## src/rtl/i2s_tx.sv

```systemverilog
// -----------------------------------------------------------------------------
// i2s_tx
//
// Purpose:
//   I2S transmitter toward the DAC. Divides the system clock down to the bit
//   clock, generates word select (l_r_clk), accepts stereo sample pairs through
//   a valid/ready handshake into a one-entry holding register and shifts each
//   frame out MSB-first with the usual one-bclk I2S data delay.
//
// Configuration macro:
//   I2S_TX_MONO_EN - when defined, right_sample is ignored and left_sample is
//                    sent in both slots. Port list is identical in both builds.
//
// Parameters:
//   BCLK_HALF  - clk cycles per bclk half period (>= 1)
//   SLOT_BITS  - bclk periods per channel slot (>= 16), unused bits are zero
//
// Ports:
//   clk          in   system clock, rising edge
//   reset        in   asynchronous active-high reset
//   left_sample  in   16-bit signed left sample
//   right_sample in   16-bit signed right sample
//   in_valid     in   sample pair presented
//   in_ready     out  holding register empty
//   bclk         out  I2S bit clock
//   l_r_clk      out  word select, 0 = left, 1 = right
//   sdata        out  serial data, changes on bclk falling edges
//   frame_start  out  one-clk pulse per frame load
//   underrun     out  sticky: a frame was loaded with the holding register empty
// -----------------------------------------------------------------------------
module i2s_tx #(
    parameter int BCLK_HALF = 2,
    parameter int SLOT_BITS = 16
) (
    input  logic        clk,
    input  logic        reset,
    input  logic [15:0] left_sample,
    input  logic [15:0] right_sample,
    input  logic        in_valid,
    output logic        in_ready,
    output logic        bclk,
    output logic        l_r_clk,
    output logic        sdata,
    output logic        frame_start,
    output logic        underrun
);

    localparam int FRAME_BITS = 2 * SLOT_BITS;
    localparam int HW         = (BCLK_HALF > 1) ? $clog2(BCLK_HALF) : 1;
    localparam int BW         = $clog2(FRAME_BITS);

    localparam logic [HW-1:0] HALF_LAST = HW'(BCLK_HALF - 1);
    localparam logic [BW-1:0] BIT_LAST  = BW'(FRAME_BITS - 1);
    localparam logic [BW-1:0] SLOT_W    = BW'(SLOT_BITS);

    // Divider / timing state
    logic [HW-1:0]         r_half_cnt;
    logic                  r_bclk;
    logic [BW-1:0]         r_bit_cnt;
    logic                  r_lr;
    logic                  r_sdata;
    logic [FRAME_BITS-1:0] r_shift;

    // Sample path state
    logic                  r_hold_full;
    logic [15:0]           r_hold_l;
    logic [15:0]           r_hold_r;
    logic [15:0]           r_last_l;
    logic [15:0]           r_last_r;
    logic                  r_underrun;
    logic                  r_frame_start;

    logic                  w_tc;
    logic                  w_fall;
    logic                  w_wrap;
    logic                  w_load;
    logic                  w_xfer;
    logic [BW-1:0]         w_bit_next;
    logic [15:0]           w_load_l;
    logic [15:0]           w_load_r;
    logic [FRAME_BITS-1:0] w_img;

    assign w_tc       = (r_half_cnt == HALF_LAST);
    // bclk is about to go 1 -> 0: the only moment data and word select move.
    assign w_fall     = w_tc & r_bclk;
    assign w_wrap     = (r_bit_cnt == BIT_LAST);
    assign w_load     = w_fall & w_wrap;
    assign w_bit_next = w_wrap ? '0 : r_bit_cnt + 1'b1;
    // in_ready is a pure register output, so the handshake has no
    // combinational input-to-output path.
    assign w_xfer     = in_valid & ~r_hold_full;

    // A frame load with an empty holding register repeats the last pair sent.
    // A transfer landing on the load edge is not visible yet, so it waits
    // for the following frame.
    assign w_load_l = r_hold_full ? r_hold_l : r_last_l;
    assign w_load_r = r_hold_full ? r_hold_r : r_last_r;

    // Frame image {left, zeros, right, zeros}, each sample MSB-first in its slot.
    assign w_img = (FRAME_BITS'(w_load_l) << (FRAME_BITS - 16))
                 | (FRAME_BITS'(w_load_r) << (SLOT_BITS - 16));

    // Bit clock divider
    always_ff @(posedge clk or posedge reset) begin
        if (reset) begin
            r_half_cnt <= '0;
            r_bclk     <= 1'b0;
        end else if (w_tc) begin
            r_half_cnt <= '0;
            r_bclk     <= ~r_bclk;
        end else begin
            r_half_cnt <= r_half_cnt + 1'b1;
        end
    end

    // Bit counter, word select and shifter. The bit counter starts at its last
    // value so the first fall event after reset wraps it and starts a frame.
    // sdata takes the MSB before the shift/load, which is what delays the
    // data one bclk behind l_r_clk: bit 0 of a frame still carries the last
    // bit of the previous frame.
    always_ff @(posedge clk or posedge reset) begin
        if (reset) begin
            r_bit_cnt <= BIT_LAST;
            r_lr      <= 1'b1;
            r_sdata   <= 1'b0;
            r_shift   <= '0;
        end else if (w_fall) begin
            r_bit_cnt <= w_bit_next;
            r_lr      <= (w_bit_next >= SLOT_W);
            r_sdata   <= r_shift[FRAME_BITS-1];
            if (w_wrap) begin
                r_shift <= w_img;
            end else begin
                r_shift <= {r_shift[FRAME_BITS-2:0], 1'b0};
            end
        end
    end

    // Holding register, last-pair store, underrun and frame_start
    always_ff @(posedge clk or posedge reset) begin
        if (reset) begin
            r_hold_full   <= 1'b0;
            r_hold_l      <= '0;
            r_hold_r      <= '0;
            r_last_l      <= '0;
            r_last_r      <= '0;
            r_underrun    <= 1'b0;
            r_frame_start <= 1'b0;
        end else begin
            r_frame_start <= w_load;

            if (w_load) begin
                if (r_hold_full) begin
                    r_last_l <= r_hold_l;
                    r_last_r <= r_hold_r;
                end else begin
                    r_underrun <= 1'b1;
                end
            end

            // A transfer needs an empty register, so it never collides with a
            // load that drains a full one.
            if (w_xfer) begin
                r_hold_full <= 1'b1;
                r_hold_l    <= left_sample;
`ifdef I2S_TX_MONO_EN
                r_hold_r    <= left_sample;
`else
                r_hold_r    <= right_sample;
`endif
            end else if (w_load) begin
                r_hold_full <= 1'b0;
            end
        end
    end

    assign in_ready    = ~r_hold_full;
    assign bclk        = r_bclk;
    assign l_r_clk     = r_lr;
    assign sdata       = r_sdata;
    assign frame_start = r_frame_start;
    assign underrun    = r_underrun;

endmodule

```

## config.mk

```make
export PLATFORM = sky130hd
export DESIGN_NAME = i2s_tx
export DESIGN_NICKNAME = d
export VERILOG_FILES = /design/src/rtl/i2s_tx.sv
export SDC_FILE = /design/constraint.sdc
export NUM_CORES = 1
export LEC_CHECK = 0
export ABC_AREA = 1
export CORE_AREA = 2 2 110 112
export CTS_CLUSTER_SIZE = 14
export DETAILED_ROUTE_END_ITERATION = 12
export DIE_AREA = 0 0 112 114
export GPL_TIMING_DRIVEN = 0
export HOLD_SLACK_MARGIN = 0.06
export PLACE_DENSITY = 0.55
export RECOVER_POWER = 25
export REMOVE_ABC_BUFFERS = 1
export SETUP_SLACK_MARGIN = 0.02
export SYNTH_ARGS = -nofsm -noshare
export SYNTH_HDL_FRONTEND = slang
export SYNTH_SLANG_ARGS = --single-unit
```

## constraint.sdc

```tcl
create_clock -name clk -period 3.75 [get_ports clk]
set_input_delay 0.5625 -clock clk [delete_from_list [all_inputs] [get_ports clk]]
set_output_delay 0.5625 -clock clk [all_outputs]
set_load 0.02 [all_outputs]
```

==> impl_metrics.toml <==
[outcome]
outcome = "complete, but fails checks"
violations = "max-capacitance violations, max-slew violations"

[sta]
rsz0062_at_grt = "no"
finalCriticalPeriod_ns = 2.90
fmax_mhz = 345
hold_violations = 0
relSlewSlack_pct = -50.9
holdWs_ns = 0.470
period_share_pct = 77.3
drv_slew = 57
fin_skew_ns = 0.00663
setup_viol = 0
worst_pin_slew_ns = 2.26

[die]
core-area_sq_um = 11700
die_h_um = 114
rows = 40
dieArea_sq_um = 12800
die_w_um = 112
start_util_pct = 38.7
io_pins = 41

[clock_network]
clkTransAtPathRegs_ns = 0.07
htree_num_levels = 3
hold_buffers = 0
cts_num_sinks = 107
postCtsSetupRepairBufs = 0
post_cts_resized = 0
clockRootBuffer = "clkbuf_16"
cts_tree = "built"
cts_buffers = 9
clk_latency_ns = 0.35
clock_path_buffers = 2

[routing]
ant_nets = 0
vias = 3408
drt-total-wl_um = 8720
wl_per_cell_um = 12.3
drc = 0
first_iter_violations = 139
vias_per_cell = 4.83
drtPass1Iterations = 4

[grt]
grt_pass1_vias = 3383
antenna_found_initial = 0
grt_pass1_wl_um = 15600
globalRouteOverflowTotal = 0
grt_use_total_pct = 15.1
grt_start_max_net_pins = 68

[synth]
ys_types = 19
yosysWarningCount = 0
synth-seq-cells = 107
netlist_area_sq_um = 4530
synth.yosys.seq_area_share_pct = 59.2
synth_cells = 531
avgSynthCellArea_sq_um = 8.53

[power]
p_leak_nw = 2.61
clkPwrFrac_pct = 44.9
powerDensity_nw_per_um2 = 414
switchingPower_mw = 0.449
p_comb_share_pct = 3.0
p_int_mw = 1.76
sw_frac_of_total_pct = 20.3
p_total_mw = 2.21
seq_power_share_pct = 52.1
ir_drop_v = 0.000195

[worst_setup_path]
worstPathArrival_ns = 2.34
slowest_stage = "clkdlybuf4s50_1"
worst_setup_path_end_kind = "output pin"
crit_required_ns = 3.19
crit_path_max_incr_delay_ns = 0.73
worstSetupStartpointType = "flop"
crit_type = "reg2out"
crit_chain = "buf_12, inv_2, clkdlybuf4s50_1"
critPathMaxFanout = 48

[place]
hpwl_um = 5180
dpl.cell_count = 689
gp_congestion = 0.710
port_buffers = 40
placed_area_sq_um = 5000

[final_layout]
final_cells = 706
final_util_pct = 45.6
final_cell_mix = "nand2_1, dfrtp_1, nand3_1"
antenna_cells = 0
design_area_sq_um = 5340
drive_gt1_share_pct = 5.37
final_common_cell = "nand2_1"
final_nets = 591
area_growth_pct = 17.9

[worst_hold_path]
hold_path.class = "reg2reg"

[run]
maxCapViolations = 1
==> area by class of cell <==
cell class	count	area, sq um
fillers	1179	6370
flip-flops and latches	107	2690
multi-input cells	351	1520
repair buffers	43	468
clock buffers	12	267
well taps	147	184
inverters	42	158
clock inverters	4	56.3
==> power by group through the flow <==
stage,Clock (mW),Combinational [mW],Sequential [mW]
after CTS,1.03,0.0703,1.15
after global placement,0,0.0646,1.18
final,0.994,0.0667,1.15
after detailed placement,0,0.0701,1.18
after floorplan,0,0.0169,1.18
after global routing,1.07,0.0751,1.15
==> critical path, delay by kind of cell, from the launching register on <==
family,cells,cell delay [ns]
DFF,1,0.53
buffers and inverters,3,1.45
==> through the flow <==
step	setup WS [ns]	setup TNS, ns
after detailed placement	0.660	0
final	0.851	0
after global placement	-1.28	-130.34
after global routing	0.536	0
after CTS	0.794	0
after floorplan	0.379	0
==> synthesized netlist by cell type <==
cell	n	area, sq um
nand2_1	205	769
nand2_2	2	12.5
nor2_2	1	6.26
ha_1	2	25.0
inv_2	1	3.75
nor2_4	1	11.3
a21oi_1	3	15.0
o21ai_0	51	255
buf_6	3	33.8
inv_1	41	154
nor2_1	7	26.3
buf_4	2	15.0
o21bai_1	1	7.51
buf_2	19	95.1
dfstp_2	5	131
dfrtp_1	102	2550
clkbuf_1	7	26.3
o21ai_1	14	70.1
nand3_1	64	320
==> layer usage <==
metal | GRT usage [%] | vias to the layer above | part of all wire (%)
met2 | 25.4 | 43 | 47
met3 | 2.39 | 13 | 2.8
met5 | 0 | - | 0
met1 | 19.7 | 1622 | 49
li1 | - | 1730 | -
met4 | 6.02 | 0 | 1.8
==> worst paths after layout <==
check,from,depth (start not counted),end,slack (ns)
min,r_half_cnt$_DFF_PP0_,1,r_half_cnt$_DFF_PP0_,0.47
min reg2reg,r_half_cnt$_DFF_PP0_,1,r_half_cnt$_DFF_PP0_,0.47
min in group asynchronous,reset,2,frame_start$_DFF_PP0_,1.43
max reg2reg,r_bit_cnt[0]$_DFFE_PP1P_,9,r_last_r[12]$_DFFE_PP0P_,1.51
max in group asynchronous,reset,2,r_last_l[4]$_DFFE_PP0P_,1.02
max,r_hold_full$_DFFE_PP0P_,3,in_ready,0.85
==> state kept, by name (all words and copies together) (netlist names) <==
signal,cells
bclk,1
frame_start,1
r_bit_cnt,5
r_last_r,16
r_hold_r,16
r_half_cnt,1
r_hold_full,1
r_shift,32
r_last_l,16
underrun,1
sdata,1
r_hold_l,16
==> logic make-up after synthesis <==
group / Yosys count / share of synthesized area (%)
flops: 107 / 59.2
compound gates: 69 / 7.68
buf+inv: 73 / 7.24
simple gates: 280 / 25.3
fa+ha+maj: 2 / 0.552
Power figures use the tool's default switching activity.
